**src/rtl/en_ext_mem_bridge.sv**
```systemverilog
// en_ext_mem_bridge
//   Bridge between the ElectronNest external load/store ports and a
//   single-port synchronous SRAM (one-cycle read latency).
//   - Boot: emits BOOT_PAD zero tokens (first one a=1), then streams
//     BOOT_LEN words from BOOT_BASE through the normal read path.
//   - RUN: load addresses queue in an address FIFO, read data lands in a
//     response FIFO presented first-word fall-through on O_Ld_FTk; stores
//     are written straight through and take priority over read issue.
// Ports
//   clock, reset      : clock, synchronous active-high reset
//   I_Boot            : boot start pulse (honoured in IDLE only)
//   I_Ld_Req/Addr     : fabric load request and address
//   O_Ld_FTk/I_Ld_BTk : load data token out / back token in (n = nack)
//   I_St_Req/Addr/FTk : fabric store request, address, data token
//   O_St_BTk          : store back token (n = 1 outside RUN)
//   O_Mem_*/I_Mem_RData : SRAM strobe, write enable, address, data
//   O_Busy, O_Err     : activity indicator, sticky protocol error

package en_pkg;
    localparam int WIDTH_DATA   = 32;
    localparam int WIDTH_EXADDR = 16;

    typedef struct packed {
        logic                    v;
        logic                    a;
        logic                    r;
        logic                    c;
        logic [WIDTH_DATA-1:0]   d;
        logic [WIDTH_EXADDR-1:0] i;
    } FTk_t;

    typedef struct packed {
        logic n;
        logic t;
        logic v;
        logic c;
    } BTk_t;
endpackage

module en_ext_mem_bridge #(
    parameter int WIDTH_DATA   = en_pkg::WIDTH_DATA,
    parameter int WIDTH_EXADDR = en_pkg::WIDTH_EXADDR,
    parameter int BOOT_PAD     = 3,
    parameter int BOOT_LEN     = 5,
    parameter int BOOT_BASE    = 0,
    parameter int DEPTH        = 4,
    parameter bit INDEX_EN     = 1'b0
) (
    input  logic                    clock,
    input  logic                    reset,
    input  logic                    I_Boot,
    input  logic                    I_Ld_Req,
    input  logic [WIDTH_EXADDR-1:0] I_Ld_Addr,
    output en_pkg::FTk_t            O_Ld_FTk,
    input  en_pkg::BTk_t            I_Ld_BTk,
    input  logic                    I_St_Req,
    input  logic [WIDTH_EXADDR-1:0] I_St_Addr,
    input  en_pkg::FTk_t            I_St_FTk,
    output en_pkg::BTk_t            O_St_BTk,
    output logic                    O_Mem_Req,
    output logic                    O_Mem_We,
    output logic [WIDTH_EXADDR-1:0] O_Mem_Addr,
    output logic [WIDTH_DATA-1:0]   O_Mem_WData,
    input  logic [WIDTH_DATA-1:0]   I_Mem_RData,
    output logic                    O_Busy,
    output logic                    O_Err
);

    localparam int AW = $clog2(DEPTH);
    localparam int PW = (BOOT_PAD > 1) ? $clog2(BOOT_PAD) : 1;
    localparam int LW = (BOOT_LEN > 1) ? $clog2(BOOT_LEN) : 1;
    localparam logic [AW:0] FULL = (AW+1)'(DEPTH);

    typedef enum logic [1:0] {S_IDLE, S_BOOT_PAD, S_BOOT_LOAD, S_RUN} state_t;
    state_t state, state_nx;

    logic [PW-1:0] pad_cnt;
    logic [LW-1:0] bt_cnt;

    // address FIFO
    logic [WIDTH_EXADDR-1:0] af_mem [DEPTH];
    logic [AW-1:0]           af_wp, af_rp;
    logic [AW:0]             af_cnt;
    // response FIFO
    en_pkg::FTk_t            rf_mem [DEPTH];
    logic [AW-1:0]           rf_wp, rf_rp;
    logic [AW:0]             rf_cnt;
    en_pkg::FTk_t            rf_din;
    // read in flight (data arrives next cycle)
    logic                    rd_pend;
    logic [WIDTH_EXADDR-1:0] rd_addr;
    logic                    err;

    logic st_nack, st_acc, pad_push, pad_last, boot_rd, credit_ok;
    logic rd_issue, af_push, af_pop, rf_push, rf_pop, err_set;
    logic [WIDTH_EXADDR-1:0] rd_issue_addr;

    assign st_nack  = (state != S_RUN);
    assign st_acc   = I_St_Req & I_St_FTk.v & ~st_nack;
    assign pad_push = (state == S_BOOT_PAD) && (rf_cnt != FULL);
    assign pad_last = pad_push && (pad_cnt == PW'(BOOT_PAD - 1));
    // The first boot read overlaps the last pad push so boot words follow
    // the pads without a bubble.
    assign boot_rd  = (state == S_BOOT_LOAD) || pad_last;
    // Reserve a response slot for everything already committed to arrive.
    assign credit_ok = (32'(rf_cnt) + 32'(rd_pend) + 32'(pad_push)) < 32'(DEPTH);
    assign rd_issue  = ~st_acc & credit_ok &
                       (boot_rd | ((state == S_RUN) && (af_cnt != '0)));
    assign rd_issue_addr = boot_rd ? WIDTH_EXADDR'(BOOT_BASE) + WIDTH_EXADDR'(bt_cnt)
                                   : af_mem[af_rp];
    assign af_pop   = rd_issue & (state == S_RUN);
    assign af_push  = I_Ld_Req & (state == S_RUN) & ((af_cnt != FULL) | af_pop);
    assign err_set  = I_Ld_Req & ~af_push;
    assign rf_push  = pad_push | rd_pend;
    assign rf_pop   = (rf_cnt != '0) & ~I_Ld_BTk.n;

    always_comb begin
        rf_din   = '0;
        rf_din.v = 1'b1;
        if (pad_push) begin
            rf_din.a = (pad_cnt == '0);
        end else begin
            rf_din.d = I_Mem_RData;
            rf_din.i = INDEX_EN ? rd_addr : '0;
        end
    end

    always_comb begin
        state_nx = state;
        case (state)
            S_IDLE:      if (I_Boot) state_nx = S_BOOT_PAD;
            S_BOOT_PAD:  if (pad_last)
                             state_nx = (rd_issue && BOOT_LEN == 1) ? S_RUN : S_BOOT_LOAD;
            S_BOOT_LOAD: if (rd_issue && bt_cnt == LW'(BOOT_LEN - 1)) state_nx = S_RUN;
            default:     state_nx = state;
        endcase
    end

    always_ff @(posedge clock) begin
        if (reset) begin
            state   <= S_IDLE;
            pad_cnt <= '0;
            bt_cnt  <= '0;
            af_wp   <= '0;
            af_rp   <= '0;
            af_cnt  <= '0;
            rf_wp   <= '0;
            rf_rp   <= '0;
            rf_cnt  <= '0;
            rd_pend <= 1'b0;
            rd_addr <= '0;
            err     <= 1'b0;
        end else begin
            state   <= state_nx;
            if (pad_push)            pad_cnt <= pad_cnt + 1'b1;
            if (rd_issue && boot_rd) bt_cnt  <= bt_cnt + 1'b1;
            if (af_push) af_wp <= af_wp + 1'b1;
            if (af_pop)  af_rp <= af_rp + 1'b1;
            af_cnt  <= af_cnt + (AW+1)'(af_push) - (AW+1)'(af_pop);
            if (rf_push) rf_wp <= rf_wp + 1'b1;
            if (rf_pop)  rf_rp <= rf_rp + 1'b1;
            rf_cnt  <= rf_cnt + (AW+1)'(rf_push) - (AW+1)'(rf_pop);
            rd_pend <= rd_issue;
            rd_addr <= rd_issue_addr;
            err     <= err | err_set;
        end
    end

    // storage arrays carry no reset; occupancy is tracked by the counters
    always_ff @(posedge clock) begin
        if (af_push) af_mem[af_wp] <= I_Ld_Addr;
        if (rf_push) rf_mem[rf_wp] <= rf_din;
    end

    always_comb begin
        O_Ld_FTk   = (rf_cnt != '0) ? rf_mem[rf_rp] : '0;
        O_St_BTk   = '0;
        // back token reads all-zero while reset is held, nack otherwise
        O_St_BTk.n = st_nack & ~reset;
    end

    assign O_Mem_Req   = st_acc | rd_issue;
    assign O_Mem_We    = st_acc;
    assign O_Mem_Addr  = st_acc ? I_St_Addr : (rd_issue ? rd_issue_addr : '0);
    assign O_Mem_WData = st_acc ? I_St_FTk.d : '0;
    assign O_Busy      = (state == S_BOOT_PAD) || (state == S_BOOT_LOAD) ||
                         (af_cnt != '0) || (rf_cnt != '0) || rd_pend;
    assign O_Err       = err;

    logic unused_bits;
    assign unused_bits = ^{I_Ld_BTk.t, I_Ld_BTk.v, I_Ld_BTk.c,
                           I_St_FTk.a, I_St_FTk.r, I_St_FTk.c, I_St_FTk.i};

endmodule

```
**config.mk**
```make
export PLATFORM = sky130hd
export DESIGN_NAME = en_ext_mem_bridge
export DESIGN_NICKNAME = d
export VERILOG_FILES = /design/src/rtl/en_ext_mem_bridge.sv
export SDC_FILE = /design/constraint.sdc
export NUM_CORES = 1
export LEC_CHECK = 0
export CORE_ASPECT_RATIO = 1.2
export CORE_MARGIN = 3
export CORE_UTILIZATION = 28
export CTS_BUF_LIST = sky130_fd_sc_hd__clkbuf_8
export DETAILED_ROUTE_END_ITERATION = 10
export GPL_TIMING_DRIVEN = 0
export HOLD_SLACK_MARGIN = 0.06
export MAX_ROUTING_LAYER = met4
export SYNTH_ARGS = -nofsm -noshare
export SYNTH_HDL_FRONTEND = slang
export SYNTH_SLANG_ARGS = --single-unit
```
**constraint.sdc**
```tcl
create_clock -name clock -period 7.7 [get_ports clock]
set_input_delay 1.925 -clock clock [delete_from_list [all_inputs] [get_ports clock]]
set_output_delay 1.925 -clock clock [all_outputs]
set_load 0.01 [all_outputs]
```
==> impl_metrics.env, run 1 <==
export IMPL_use_met2=0.1997
export IMPL_worstMarginPinSlew_ns=1.264
export IMPL_io_pin_count=233
export IMPL_die_area_um2=37060
export IMPL_status="finished clean"
export IMPL_post_cts_buffers=0
export IMPL_wl_per_cell_um=16.06
export IMPL_portBuffers=189
export IMPL_gr_max_usage_layer="met2"
export IMPL_clk_pin_slew_ns=0.06
export IMPL_synth_area_top_cells="edfxtp_1 60%, mux4_2 11%, dfxtp_1 5.6%, and2_1 4.4%, ha_1 3.0%"
export IMPL_antenna_left=0
export IMPL_finalSetupViolations=0
export IMPL_cts_tree="built"
export IMPL_grt_antenna_before_repair=1
export IMPL_pwr_density_cell_nw_per_um2=280.0
export IMPL_dp_cells=1279
export IMPL_syn_cell_area_um2=9738
export IMPL_use_met1=0.1392
export IMPL_syn_area_per_cell_um2=15.96
export IMPL_yosysTopAreaCell="edfxtp_1"
export IMPL_synth_edf_count=196
export IMPL_synth_seq_cells=223
export IMPL_async_reset_ff_frac=0
export IMPL_drt_initial_drc_count=335
export IMPL_crit_arrival_ns=4.31
export IMPL_seq_area_frac_synth=0.6599
export IMPL_dr_total_vias=5690
export IMPL_viasPerCell=4.212
export IMPL_seqPwrFrac=0.418
export IMPL_cts_root_buf="clkbuf_8"
export IMPL_fill_cells=3195
export IMPL_clk_path_buf_depth=3
export IMPL_grt_use_met3=0.03315
export IMPL_numCtsBuffers=39
export IMPL_finalWeightedCongestion=0.7382
export IMPL_grt_overflow_total=0
export IMPL_drv_slew=0
export IMPL_max_cap_viol_count=0
export IMPL_clockPowerShare=0.274
export IMPL_core_area_um2=34170
export IMPL_share_comb_of_total_power=0.309
export IMPL_rows=74
export IMPL_dr_pass1_iters=4
export IMPL_grt_pass1_vias=6056
export IMPL_leakage_nw=4.524
export IMPL_worstPathCellList="clkdlybuf4s50_1 > and3_1 > buf_2 > nor3_1 > nand3_2 > buf_2 > o21ai_0 > clkdlybuf4s50_1"
export IMPL_synth_cells=610
export IMPL_critPathRequiredTime_ns=5.78
export IMPL_cts_hold_buf=0
export IMPL_wl_um=21690
export IMPL_clkLatencyLatePin_ns=0.52
export IMPL_worst_path_max_delay_cell="clkdlybuf4s50_1"
export IMPL_period_minus_slack_ns=6.231
export IMPL_hold_class="reg -> reg"
export IMPL_most_common_layout_cells="196 x edfxtp_1, 189 x clkdlybuf4s50_1, 68 x and2_1, 49 x mux4_2, 47 x inv_1"
export IMPL_grt_setup_unrepaired="false"
export IMPL_final_cell_count_no_fill=1351
export IMPL_dieHeight_um=210.3
export IMPL_final_common_cell="edfxtp_1"
export IMPL_grt_total_usage=0.1183
export IMPL_synth_top_cell_area_share=0.6044
export IMPL_finalHoldViolations=0
export IMPL_worst_setup_path_end_kind="output pin"
export IMPL_grt_max_degree=21
export IMPL_synth_top_family_by_area="multiplexers"
export IMPL_period_share=0.8093
export IMPL_synth_adder_area_share=0.03366
export IMPL_p_sw_w=0.001060
export IMPL_place_area_um2=12420
export IMPL_synth_compound_area_frac=0.02852
export IMPL_die_w_um=176.2
export IMPL_fin_tns_setup_ns=0
export IMPL_switching_share=0.2876
export IMPL_nets=1014
export IMPL_startpoint_type="input pin"
export IMPL_hold_ws_ns=0.4793
export IMPL_h_tree_depth=2
export IMPL_grt_pass1_wl_um=33240
export IMPL_synth_xor_area_frac=0.007195
export IMPL_slew_headroom=0.1511
export IMPL_max_freq_mhz=160.5
export IMPL_max_stage_delay_ns=0.60
export IMPL_synth_ff_type="edfxtp_1"
export IMPL_dp_hpwl_um=15020
export IMPL_yosysWarnings=0
export IMPL_worstSetupPathType="in -> out"
export IMPL_drc=0
export IMPL_internal_power_w=0.002624
export IMPL_syn_to_final_growth_pct=35.09
export IMPL_crit_fanout=10
export IMPL_fin_skew_ns=0.02765
export IMPL_vdd_drop_max_mv=0.1191
export IMPL_synth_distinct_cells=47
export IMPL_synthMuxAreaShare=0.1203
export IMPL_ctsResizeCount=0
export IMPL_finalInstanceArea_um2=13160
export IMPL_yosys_area_share_simple=0.1087
export IMPL_drive_gt1_frac=0.1745
export IMPL_cts_sinks=223
export IMPL_start_util=0.2850
==> final timing paths <==
check	start	end	slack (ns)	cells past startpoint
min reg2reg	pad_cnt[1]$_SDFFE_PP0P_	pad_cnt[1]$_SDFFE_PP0P_	0.48	2
max reg2reg	rf_cnt[2]$_SDFF_PP0_	af_cnt[2]$_SDFF_PP0_	3.44	18
max	I_St_Req	O_Mem_Addr[5]	1.47	8
min	pad_cnt[1]$_SDFFE_PP0P_	pad_cnt[1]$_SDFFE_PP0P_	0.48	2
==> sequential cells by signal (all words and copies together) (netlist names), named ones only <==
| signal | count |
|---|---|
| rf_mem | 132 |
| af_mem | 64 |
| af_cnt | 3 |
| bt_cnt | 3 |
| rf_cnt | 3 |
| af_rp | 2 |
| af_wp | 2 |
| pad_cnt | 2 |
| rf_rp | 2 |
| rf_wp | 2 |
| state | 2 |
| O_Err | 1 |
| rd_pend | 1 |
==> cells by family after synthesis <==
group / count (synthesis)
mux: 55
flops: 223
xor+xnor: 8
compound gates: 36
buf+inv: 83
other cells: 1
fa+ha+maj: 25
simple gates: 179
==> critical path, delay by kind of cell <==
kind,cells,cell delay [ns]
and+or+nand+nor,3,0.61
AOI/OAI and AO/OA,1,0.27
buffers and inverters,4,1.48
==> power groups by stage <==
| stage | registers [W] | clock network (W) | logic, W |
|---|---|---|---|
| after floorplan | 0.00156 | 0 | 0.000654 |
| after global placement | 0.00157 | 0 | 0.00112 |
| after detailed placement | 0.00157 | 0 | 0.00116 |
| after CTS | 0.00154 | 0.00105 | 0.00117 |
| after global routing | 0.00155 | 0.00110 | 0.00125 |
| final | 0.00154 | 0.00101 | 0.00114 |
==> cell type report <==
cell class | instances | area (um2) | area share
flip-flops and latches | 223 | 6426 | 0.4885
well taps | 456 | 570.5 | 0.04337
multi-input cells | 324 | 3014 | 0.2291
clock inverters | 29 | 158.9 | 0.01208
repair buffers | 193 | 2002 | 0.1522
clock buffers | 42 | 578.1 | 0.04394
inverters | 33 | 123.9 | 0.009416
plain buffers | 50 | 279.0 | 0.02121
diodes | 1 | 2.502 | 0.0001902
==> cell usage after synthesis, drive strengths merged, types with 3 or more instances <==
cell type	count
a311oi	3
buf	30
and3	3
xnor2	6
inv	33
a21oi	5
mux4	49
mux2i	3
clkbuf	20
and2	69
nor2b	41
nand2	21
edfxtp	196
mux2	3
nor2	27
nor3	4
dfxtp	27
a22o	3
o21ai	18
nand2b	6
ha	23
==> metal layers <==
metal | share of wire | vias to the layer above | wire [um]
met5 | 0 | - | 0
met4 | 0.018 | 0 | 388
met3 | 0.079 | 35 | 1710
met2 | 0.49 | 236 | 10590
met1 | 0.41 | 2711 | 9002
li1 | - | 2708 | -
==> metrics by stage <==
stage,total power (W),utilization,worst slack (ns)
after CTS,0.003756,0.3850,1.404
final,0.003684,0.3850,1.469
after global routing,0.003898,0.3850,1.318
after detailed placement,0.002729,0.3634,1.442
after global placement,0.002690,0.3593,1.409
after floorplan,0.002212,-,2.733
No activity file was read; power rests on OpenSTA's default activity.
==> inputs of run 2 (changes only) <==
- clock period: 7.7 -> 5.3 ns (I/O delays scaled with it)
==> impl_metrics.env, run 2 (synthesis results as in run 1) <==
export IMPL_pwr_density_cell_nw_per_um2=406.2
export IMPL_dp_hpwl_um=15020
export IMPL_vdd_drop_max_mv=0.1730
export IMPL_status="finished clean"
export IMPL_portBuffers=189
export IMPL_core_area_um2=34170
export IMPL_finalPower_w=0.005356
export IMPL_slew_headroom=0.1528
export IMPL_wl_met2_um=10580
export IMPL_drt_initial_drc_count=340
export IMPL_ff2ff_path_depth=18
export IMPL_grt_setup_unrepaired="false"
export IMPL_grt_antenna_before_repair=1
export IMPL_rows=74
export IMPL_period_minus_slack_ns=5.013
export IMPL_crit_fanout=10
export IMPL_cts_sinks=223
export IMPL_most_common_layout_cells="196 x edfxtp_1, 184 x clkdlybuf4s50_1, 68 x and2_1, 49 x mux4_2, 47 x inv_1"
export IMPL_clk_path_buf_depth=3
export IMPL_viasPerCell=4.208
export IMPL_worstSetupPathType="reg -> out"
export IMPL_fin_tns_setup_ns=0
export IMPL_clk_pin_slew_ns=0.06
export IMPL_cts_tree="built"
export IMPL_highest_layer="met4"
export IMPL_cts_root_buf="clkbuf_8"
export IMPL_start_util=0.2850
export IMPL_hold_class="reg -> reg"
export IMPL_dieHeight_um=210.3
export IMPL_drive_gt1_frac=0.1777
export IMPL_wl_per_cell_um=16.08
export IMPL_startpoint_type="register"
export IMPL_leakage_nw=4.627
export IMPL_worstPathCellList="or3b_4 > nand2_4 > inv_1 > ha_1 > a21oi_2 > o31a_2 > nor3_1 > nand3_2 > buf_4 > o21ai_0 > clkdlybuf4s50_1"
export IMPL_h_tree_depth=2
export IMPL_finalHoldViolations=0
export IMPL_finalSetupViolations=0
export IMPL_dr_pass1_iters=4
export IMPL_syn_to_final_growth_pct=35.41
export IMPL_crit_arrival_ns=3.69
export IMPL_grt_pass1_wl_um=33250
export IMPL_critPathRequiredTime_ns=3.97
export IMPL_top_regs="rf_mem (132), af_mem (64)"
export IMPL_period_share=0.9459
export IMPL_die_area_um2=37060
export IMPL_wl_met1_um=9000
export IMPL_worst_path_max_delay_cell="clkdlybuf4s50_1"
export IMPL_place_ws_ns=0.2417
export IMPL_setup_slack_ns=0.2869
export IMPL_final_common_cell="edfxtp_1"
export IMPL_whs_path_depth=2
export IMPL_max_freq_mhz=199.5
export IMPL_numCtsBuffers=39
export IMPL_drc=0
export IMPL_dr_wl_met3_um=1771
export IMPL_drv_slew=0
export IMPL_grt_total_usage=0.1183
export IMPL_grt_max_degree=21
export IMPL_antenna_left=0
export IMPL_fin_skew_ns=0.02898
export IMPL_max_cap_viol_count=0
export IMPL_largest_reg_flops=132
export IMPL_grt_pass1_vias=6067
export IMPL_wl_um=21740
export IMPL_regToRegSetupSlack_ns=1.33
export IMPL_nets=1015
export IMPL_worstMarginPinSlew_ns=1.261
export IMPL_fill_cells=3190
export IMPL_grt_overflow_total=0
export IMPL_clkLatencyLatePin_ns=0.53
export IMPL_die_w_um=176.2
export IMPL_cts_hold_buf=0
export IMPL_max_stage_delay_ns=0.57
export IMPL_worst_setup_path_end_kind="output pin"
export IMPL_largest_register="rf_mem"
export IMPL_dr_total_vias=5689
export IMPL_finalWeightedCongestion=0.7382
export IMPL_io_pin_count=233
[run 2: worst paths after layout]
check | endpoint | startpoint
min | pad_cnt[1]$_SDFFE_PP0P_ | pad_cnt[1]$_SDFFE_PP0P_
max | O_Mem_Addr[8] | rf_cnt[1]$_SDFF_PP0_
max reg2reg | af_cnt[2]$_SDFF_PP0_ | rf_cnt[1]$_SDFF_PP0_
min reg2reg | pad_cnt[1]$_SDFFE_PP0P_ | pad_cnt[1]$_SDFFE_PP0P_
[run 2: layout make-up]
class | count | area [um2] | area share
multi-input cells | 324 | 3022 | 0.2291
well taps | 456 | 570.5 | 0.04327
diodes | 1 | 2.502 | 0.0001898
repair buffers | 194 | 2022 | 0.1533
clock inverters | 29 | 158.9 | 0.01205
flip-flops and latches | 223 | 6427 | 0.4874
inverters | 33 | 123.9 | 0.009394
clock buffers | 42 | 578.1 | 0.04384
plain buffers | 50 | 281.5 | 0.02135
[run 2: critical path, delay by kind of cell, from the launching register on]
kind            cells  cell delay [ns]
compound gates      3             0.61
flops               1             0.37
simple gates        4             0.96
fa+ha+maj           1             0.31
buf+inv             3             0.90
[run 2: metal layers]
layer  GRT usage  vias up
li1            -     2709
met4     0.03196        0
met2      0.1999      234
met3     0.03315       36
met5           -        -
met1      0.1391     2710
[run 2: repair_timing]
action                                  in CTS  in global routing
endpoints found under the setup margin      15                 10
setup buffers                                0                  1
gates resized for setup                      5                  5
pin swaps                                    0                  1
[run 2: metrics by stage]
stage	hold WS [ns]	instance area, um2	cells	utilization
after floorplan	0.4530	9813	630	-
after global placement	0.4662	12280	1275	0.3593
after detailed placement	0.4751	12420	1279	0.3634
after CTS	0.4840	13160	1350	0.3853
after global routing	0.5041	13190	1352	0.3860
final	0.4786	13190	1352	0.3860
[run 2: where the power goes]
group	internal (W)	leakage, nW	total [W]	switching, W
Combinational	0.000851	2.20	0.00165	0.000804
Clock	0.000786	0.429	0.00146	0.000678
Sequential	0.00218	2.00	0.00224	0.0000600
==> inputs of run 3 (changes only) <==
- PLACE_DENSITY: unset -> 0.59
==> impl_metrics.env, run 3 (synthesis results as in run 1) <==
export IMPL_clkLatencyLatePin_ns=0.52
export IMPL_reg2reg_to="af_cnt[2]$_SDFF_PP0_"
export IMPL_critPathRequiredTime_ns=3.97
export IMPL_slew_headroom=0.3736
export IMPL_dr_pass1_iters=4
export IMPL_drive_gt1_frac=0.1760
export IMPL_fin_util=0.3854
export IMPL_viasPerCell=4.267
export IMPL_top_regs="rf_mem (132), af_mem (64)"
export IMPL_antenna_left=0
export IMPL_status="finished clean"
export IMPL_leakage_nw=4.531
export IMPL_core_area_um2=34170
export IMPL_diodes=0
export IMPL_grt_total_usage=0.1221
export IMPL_endpoint="O_Mem_Addr[10]"
export IMPL_most_common_layout_cells="196 x edfxtp_1, 188 x clkdlybuf4s50_1, 68 x and2_1, 49 x mux4_2, 43 x inv_1"
export IMPL_drc=0
export IMPL_dr_total_vias=5752
export IMPL_portBuffers=189
export IMPL_largest_reg_flops=132
export IMPL_drv_slew=0
export IMPL_finalWeightedCongestion=0.7259
export IMPL_finalHoldViolations=0
export IMPL_dp_cells=1279
export IMPL_worstPathCellList="or3b_4 > nand2_4 > inv_1 > ha_1 > a21oi_2 > o31a_2 > nor3_2 > nand3_2 > buf_4 > o21ai_0 > clkdlybuf4s50_1"
export IMPL_die_area_um2=37060
export IMPL_final_common_cell="edfxtp_1"
export IMPL_die_w_um=176.2
export IMPL_clk_pin_slew_ns=0.06
export IMPL_wl_um=21870
export IMPL_cts_tree="built"
export IMPL_worstSetupPathType="reg -> out"
export IMPL_max_stage_delay_ns=0.57
export IMPL_grt_overflow_total=0
export IMPL_grt_pass1_vias=6229
export IMPL_hold_class="reg -> reg"
export IMPL_max_freq_mhz=196.7
export IMPL_worstMarginPinSlew_ns=0.9397
export IMPL_place_ws_ns=0.3351
export IMPL_rows=74
export IMPL_start_util=0.2850
export IMPL_cts_sinks=223
export IMPL_fin_tns_setup_ns=0
export IMPL_clk_path_buf_depth=3
export IMPL_crit_fanout=10
export IMPL_cts_hold_buf=0
export IMPL_grt_pass1_wl_um=34310
export IMPL_grt_max_degree=25
export IMPL_fin_skew_ns=0.01343
export IMPL_startpoint_type="register"
export IMPL_wl_per_cell_um=16.22
export IMPL_io_pin_count=233
export IMPL_r2r_start="rf_cnt[1]$_SDFF_PP0_"
export IMPL_syn_to_final_growth_pct=35.23
export IMPL_largest_register="rf_mem"
export IMPL_vdd_drop_max_mv=0.1489
export IMPL_grt_antenna_before_repair=0
export IMPL_finalSetupViolations=0
export IMPL_h_tree_depth=2
export IMPL_worst_path_max_delay_cell="clkdlybuf4s50_1"
export IMPL_regToRegSetupSlack_ns=1.33
export IMPL_setup_slack_ns=0.2170
export IMPL_period_share=0.9591
export IMPL_nets=1013
export IMPL_drt_initial_drc_count=299
export IMPL_ff2ff_path_depth=18
export IMPL_dp_hpwl_um=15080
export IMPL_numCtsBuffers=38
export IMPL_crit_arrival_ns=3.76
export IMPL_post_cts_buffers=0
export IMPL_dieHeight_um=210.3
export IMPL_final_cell_count_no_fill=1348
export IMPL_max_cap_viol_count=0
export IMPL_period_minus_slack_ns=5.083
export IMPL_worstSetupStartpoint="rf_cnt[1]$_SDFF_PP0_"
export IMPL_cts_root_buf="clkbuf_8"
export IMPL_worst_setup_path_end_kind="output pin"
export IMPL_pwr_density_cell_nw_per_um2=409.5
run 3: cell count changes in the layout (fill, tap and decap cells not counted), moves of 3 or more:
| cell | change |
|---|---|
| clkinv_1 | +5 |
| clkdlybuf4s50_1 | +4 |
| dlymetal6s2s_1 | -4 |
| inv_1 | -4 |
| clkbuf_8 | -3 |
run 3: cell type report:
cell class / count / area, um2
Clock inverter: 30 / 207.7
Tap cell: 456 / 570.5
Multi-Input combinational cell: 324 / 3032
Sequential cell: 223 / 6427
Clock buffer: 39 / 536.8
Buffer: 50 / 281.5
Inverter: 33 / 123.9
Timing Repair Buffer: 193 / 1989
Fill cell: 3180 / 21000
run 3: how the worst min path moves through the flow:
stage,cells past startpoint,start,end
global placement,2,pad_cnt[1]$_SDFFE_PP0P_,pad_cnt[1]$_SDFFE_PP0P_
floorplan,2,pad_cnt[1]$_SDFFE_PP0P_,pad_cnt[1]$_SDFFE_PP0P_
global route,2,pad_cnt[1]$_SDFFE_PP0P_,pad_cnt[1]$_SDFFE_PP0P_
detailed placement,2,pad_cnt[1]$_SDFFE_PP0P_,pad_cnt[1]$_SDFFE_PP0P_
CTS,2,pad_cnt[1]$_SDFFE_PP0P_,pad_cnt[1]$_SDFFE_PP0P_
finish,2,pad_cnt[1]$_SDFFE_PP0P_,pad_cnt[1]$_SDFFE_PP0P_
run 3: timing repair:
item                                    CTS  global route
endpoints found under the setup margin   15            12
pin swaps                                 0             1
gates cloned                              0             0
endpoints found under the hold margin     0             0
resized for setup                         3             3
run 3: per-layer routing:
metal,routed length [um],GRT usage,up-vias
met5,0,-,-
met2,11000,0.2101,218
met1,9063,0.1429,2795
met3,1502,0.03333,34
met4,301,0.02786,0
li1,-,-,2705
run 3: through the flow:
stage	area [um2]	power (W)	hold slack (ns)
floorplan	9813	0.003214	0.4530
global placement	12280	0.003910	0.4649
detailed placement	12410	0.003967	0.4790
CTS	13160	0.005504	0.4876
global route	13170	0.005725	0.5092
finish	13170	0.005392	0.4817
run 3: power breakdown:
group / internal, W / leakage, nW / switching, W
Clock: 0.000835 / 0.415 / 0.000666
Combinational: 0.000848 / 2.12 / 0.000802
Sequential: 0.00218 / 2.00 / 0.0000634
Total: 0.00386 / 4.53 / 0.00153
run 3: worst max-delay path: cells and delay by family, from the launching register on:
kind                     cells  cell delay [ns]
flip-flops                   1             0.38
buffers and inverters        3             0.94
AO/OA/AOI/OAI                3             0.63
AND/OR/NAND/NOR              4             0.96
adder cells (fa/ha/maj)      1             0.31
